## src/rtl/decoder_nxm_seq.sv

```systemverilog
// N-to-2**N registered one-hot decoder with an optional auto-scan mode.
// Define DECODER_NXM_SEQ_SCAN_EN to build in the SCAN state, dwell counter and wrap pulse.
module decoder_nxm_seq #(
  parameter int N     = 3,
  parameter int DWELL = 4
) (
  input  logic              clk,
  input  logic              rst,
  input  logic              en,
  input  logic              mode,
  input  logic              in_valid,
  input  logic [N-1:0]      in,
  output logic              in_ready,
  output logic [2**N-1:0]   out,
  output logic              out_valid,
  output logic [N-1:0]      idx,
  output logic              wrap
);

  localparam int W = 2**N;

  typedef enum logic [1:0] {IDLE, DIRECT, SCAN} state_t;

  state_t         state_q, state_d;
  logic [W-1:0]   out_q, out_d;
  logic           out_valid_q, out_valid_d;
  logic [N-1:0]   idx_q, idx_d;
  logic           wrap_q, wrap_d;
  logic           mode_eff;
  logic           accept;

`ifdef DECODER_NXM_SEQ_SCAN_EN
  localparam logic [7:0] CNT_LAST = 8'(DWELL - 1);
  logic [7:0] cnt_q, cnt_d;
  assign mode_eff = mode;
`else
  logic unused_mode;
  assign unused_mode = mode;
  assign mode_eff    = 1'b0;
`endif

  assign in_ready = en & ~mode_eff & ~rst;
  assign accept   = in_valid & in_ready;

  always_comb begin
    state_d     = state_q;
    out_d       = out_q;
    out_valid_d = out_valid_q;
    idx_d       = idx_q;
    wrap_d      = 1'b0;
`ifdef DECODER_NXM_SEQ_SCAN_EN
    cnt_d       = cnt_q;
`endif
    if (en) begin
      if (accept) begin
        state_d     = DIRECT;
        idx_d       = in;
        out_d       = W'(1) << in;
        out_valid_d = 1'b1;
      end
`ifdef DECODER_NXM_SEQ_SCAN_EN
      else if (mode_eff) begin
        if (state_q != SCAN) begin
          state_d     = SCAN;
          idx_d       = '0;
          out_d       = W'(1);
          out_valid_d = 1'b1;
          cnt_d       = '0;
        end else if (cnt_q == CNT_LAST) begin
          // End of dwell: advance the hot bit; idx wraps naturally at N bits.
          cnt_d  = '0;
          idx_d  = idx_q + 1'b1;
          out_d  = W'(1) << idx_d;
          wrap_d = (idx_q == '1);
        end else begin
          cnt_d = cnt_q + 8'd1;
        end
      end else if (state_q == SCAN) begin
        state_d = DIRECT;
      end
`endif
    end
  end

  always_ff @(posedge clk) begin
    if (rst) begin
      state_q     <= IDLE;
      out_q       <= '0;
      out_valid_q <= 1'b0;
      idx_q       <= '0;
      wrap_q      <= 1'b0;
`ifdef DECODER_NXM_SEQ_SCAN_EN
      cnt_q       <= '0;
`endif
    end else begin
      state_q     <= state_d;
      out_q       <= out_d;
      out_valid_q <= out_valid_d;
      idx_q       <= idx_d;
      wrap_q      <= wrap_d;
`ifdef DECODER_NXM_SEQ_SCAN_EN
      cnt_q       <= cnt_d;
`endif
    end
  end

  assign out       = out_q;
  assign out_valid = out_valid_q;
  assign idx       = idx_q;
  assign wrap      = wrap_q;

endmodule

```

## config.mk

```make
export PLATFORM = sky130hd
export DESIGN_NAME = decoder_nxm_seq
export DESIGN_NICKNAME = d
export VERILOG_FILES = /design/src/rtl/decoder_nxm_seq.sv
export SDC_FILE = /design/constraint.sdc
export NUM_CORES = 1
export LEC_CHECK = 0
export CORE_UTILIZATION = 37
export CTS_CLUSTER_DIAMETER = 40
export DETAILED_ROUTE_END_ITERATION = 16
export PLACE_DENSITY_LB_ADDON = 0.1
export SETUP_SLACK_MARGIN = 0.2
export SKIP_LAST_GASP = 1
export SLEW_MARGIN = 40
export SYNTH_ARGS = -nofsm -noshare
export SYNTH_HDL_FRONTEND = slang
export SYNTH_SLANG_ARGS = --single-unit
```

## constraint.sdc

```tcl
create_clock -name clk -period 2.25 [get_ports clk]
set_input_delay 0.225 -clock clk [delete_from_list [all_inputs] [get_ports clk]]
set_output_delay 0.225 -clock clk [all_outputs]
set_load 0.005 [all_outputs]
```

## Yosys cells after proc, flatten, opt, wreduce, memory -nomap -nowiden

Index checks and enable logic that the tools add are counted.

- Memories kept: 0
- Memory bits (writable): 0
- Logic and storage cells: 8
- Bits in read-only memories: 0
- Latch bits: 0
- Flip-flop bits (word level): 12

- Reduce and logical (&&, ||, !) cells: 1
- Equality and inequality tests: 0
- Order comparisons: 0
- Add/subtract/negate cells: 0
- Divide/modulo/power cells: 0
- Bitwise gates (word level): 3
- Mux-type cells: 0
- $mul: 0
- Shift operators: 1

Operator list:

| cell | count |
|---|---|
| $shl 1x3->8 const A | 1 |
| $and 1x1->1 | 2 |
| $reduce_and 2->1 | 1 |
| $not 1->1 | 1 |

## Depth between registers and ports, before layout

- Depth after elaboration: 4
- Gate-level depth with buffers: 3

## Least setup slack after synthesis

OpenSTA, ideal clock, no wires.

- Path type: input to register
- Start point: input port rst
- End point: register idx_q[1], in the netlist idx[1]
- Slack: 1,321 ps
- Data required time: 2,129 ps
- Arrival: 807 ps
- Buffers on the path: 1
- Stages on the path: 3
- Library setup time: 121 ps
- Path through: nand3b_4 buf_6 mux2_4

- Cells in the longest elaborated chain, start to end: 4

Ends and longest elaborated chain:

| element | line | source |
|---|---|---|
| start, declared | 8 | `input logic rst,` |
| $not 1->1 | 42 | `assign in_ready = en & ~mode_eff & ~rst;` |
| $and 1x1->1 | 42 |  |
| $and 1x1->1 | 43 | `assign accept = in_valid & in_ready;` |
| $reduce_and 2->1 (no source line) | n/a |  |
| end signal, assigned | 99 | `idx_q <= idx_d;` |
| end, declared | 27 | `logic [N-1:0] idx_q, idx_d;` |

Parallel ways exist; a longest one is shown, timed or not.
A chain may end at the register's enable or synchronous reset.

## Final worst setup path

- Start point: input port rst
- End point: output port in_ready

- Cells in the longest elaborated chain, start to end: 2

Ends and longest elaborated chain:

| element | line | source |
|---|---|---|
| $not 1->1 | 42 |  |
| $and 1x1->1 | 42 |  |
| end, declared | 13 | `output logic in_ready,` |

No other way between the ends.

==> impl_results.md <==
* Initial Util at 41.0%
* Initial DRT Pass Iterations at 4
* CTS H-Tree Depth at 1
* Clk root buf: clkbuf_4
* Post-Syn Instances at 50
* Diodes inserted at 0
* Post-route antenna net violation count at 0
* Synthesized area at 553 um2
* DRC at 0
* Sw frac at 21.9%
* Post-route worst setup slack at 0.558 ns
* Minimum clock period at 1.69 ns
* Leakage at 0.000345 uW
* Initial drt markers at 3
* Clk_skew at 0 ns
* Finished Core Util at 58.0%
* F_max at 591 MHz
* RSZ-0062 raised after global routing: no
* Layout cells sized above 1 at 14.1%
* Critical path's most frequent cell: clkdlybuf4s50_1
* Combinational power share at 13.5%
* Reg clk slew, reported paths at 0.08 ns
* Vias/cell at 4.76
* EDFF count, synth at 0
* Port buffer count at 19
* Crit-path cells: clkdlybuf4s50_1 -> nor2b_1 -> clkdlybuf4s50_1
* Startpoint Class: input pin
* TNS Setup at 0 ns
* Die H at 40.7 um
* Total grt overflow at 0
* Slowest-stage cell, CP: clkdlybuf4s50_1
* Status: complete, no violations
* Die width at 40.7 um
* Worst VDD drop at 0.345 mV
* Clk network pwr share at 37.8%
* Asr flop ratio synth at 0%
* Clock sink count at 12
* Syn. warnings at 0
* Largest net degree at the start of global routing at 13
* Die area at 1650 um2
* Core ar. at 1350 um2
* Final cycle utilization of the critical path at 75.2%
* RD Place Congestion at 0.634
* Setup violations, final at 0
* Top FF cell, synth: dfxtp_1
* Final hold violation count at 0
* Initial antenna violation count at 0
* # rows at 13
* P_sw at 100 uW
* Post-CTS sizing at 0
* Total GRT Usage at 15.0%
* PD cells at 584 nW/um2
* Clock Path Buffers at 2
* Dpl hpwl at 706 um
* Total wire length at 968 um
* Largest stage delay, worst path at 0.55 ns
* Min-delay worst type: reg -> reg
* Crit path max fanout at 9
* Syn Area/Cell at 11.1 um2
* Sequential element share of the synthesized area at 43.4%
* Internal Power at 357 uW
* WP data required at 2.03 ns
* Max Cap Violations at 0
* Io pins at 22
* Worst skew pair latency at 0.27 ns
* DR WL/cell at 11.3 um
* Post-CTS Hold Buffers at 0
* Setup Fix Bufs, Post-CTS at 0
* Final nets at 80
* CP arrival at 1.47 ns
* First-pass GRT wire length at 1.54 mm
* Setup WS pre-CTS at 0.573 ns
* Synthesis-stage register bit count at 12
* CTS tree: done
* Flop pwr share at 48.7%
* Synth-to-Final Area Change at 41.6%
* Slew Limit Fails at 0
* Via count at 409
* Vias in the first global route at 370
* CP endpoint kind: output port
* Syn nets at 58
* Synth cell types at 18
* Power Total at 457 uW
* Num CTS Buffers at 3
* WS Path Type: in -> out
[layout make-up]
| type | instances | area, um2 |
|---|---|---|
| clock buffer | 4 | 36.3 |
| multi-input combinational | 34 | 287 |
| inverter | 1 | 3.75 |
| tap | 15 | 18.8 |
| fill | 125 | 567 |
| sequential | 12 | 240 |
| timing repair buffer | 20 | 198 |
[Yosys cell counts, drive strengths merged (2+ instances only)]
cell type	number	area [um2]
mux2	4	52.6
mux2i	7	70.1
nor2b	4	25.0
nand3b	4	42.5
dfxtp	12	240
buf	2	18.8
or3b	3	26.3
nand2b	7	43.8
[cell families (layout without fill, tap and decap cells)]
kind of cell,count (synthesis),after routing,share of synthesized area (%)
simple gates,21,21,28.1
flops,12,12,43.4
mux,11,11,22.2
buf+inv,4,25,4.75
other cells,1,1,0.678
compound gates,1,1,0.904
[stage by stage]
step                cells  instance area (um2)  hold slack, ns
global route           86                  783           0.496
CTS                    86                  783           0.480
detailed placement     82                  747           0.465
floorplan              50                  553           0.368
global placement       82                  747           0.459
finish                 86                  783           0.475
[power groups by stage]
stage	Sequential, uW	Combinational, uW	Clock [uW]
floorplan	229	26.7	0
global placement	228	61.7	0
detailed placement	228	62.2	0
CTS	223	62.5	182
global route	224	67.1	190
finish	223	61.8	173
[cells in the final DEF, fill, tap and decap left out, drive strengths merged, types with 3 or more instances in the layout]
cell type / count
clkdlybuf4s50: 19
nand2b: 7
nor2b: 4
clkbuf: 4
or3b: 3
dfxtp: 12
mux2i: 7
mux2: 4
nand3b: 4
[registers in the layout, summed over array words and instances (netlist names)]
name / count
out: 8
idx: 3
out_valid: 1
[critical path: cells and delay by family]
kind / cells / cell delay, ns
buffers and inverters: 2 / 1.07
AND/OR/NAND/NOR: 1 / 0.17
[per-layer routing]
| layer | vias to the layer above | routed length, um | share of wire, % | global-route usage [%] |
|---|---|---|---|---|
| met5 | - | 0 | 0 | 0 |
| met4 | 0 | 8 | 0.83 | 12.5 |
| met3 | 2 | 31 | 3.2 | 3.26 |
| met2 | 11 | 465 | 48 | 23.8 |
| met1 | 187 | 462 | 48 | 17.1 |
| li1 | 209 | - | - | - |
[final timing paths]
path,endpoint,slack (ns),cells after the start,startpoint
worst min register to register,out[2]$_SDFFE_PP0P_,0.48,2,out[2]$_SDFFE_PP0P_
worst max register to register,idx[0]$_SDFFE_PP0P_,1.44,2,idx[0]$_SDFFE_PP0P_
worst max-delay path,in_ready,0.56,3,rst
worst min-delay path,out[2]$_SDFFE_PP0P_,0.48,2,out[2]$_SDFFE_PP0P_
Note: power is estimated with default switching activity, not from simulation.
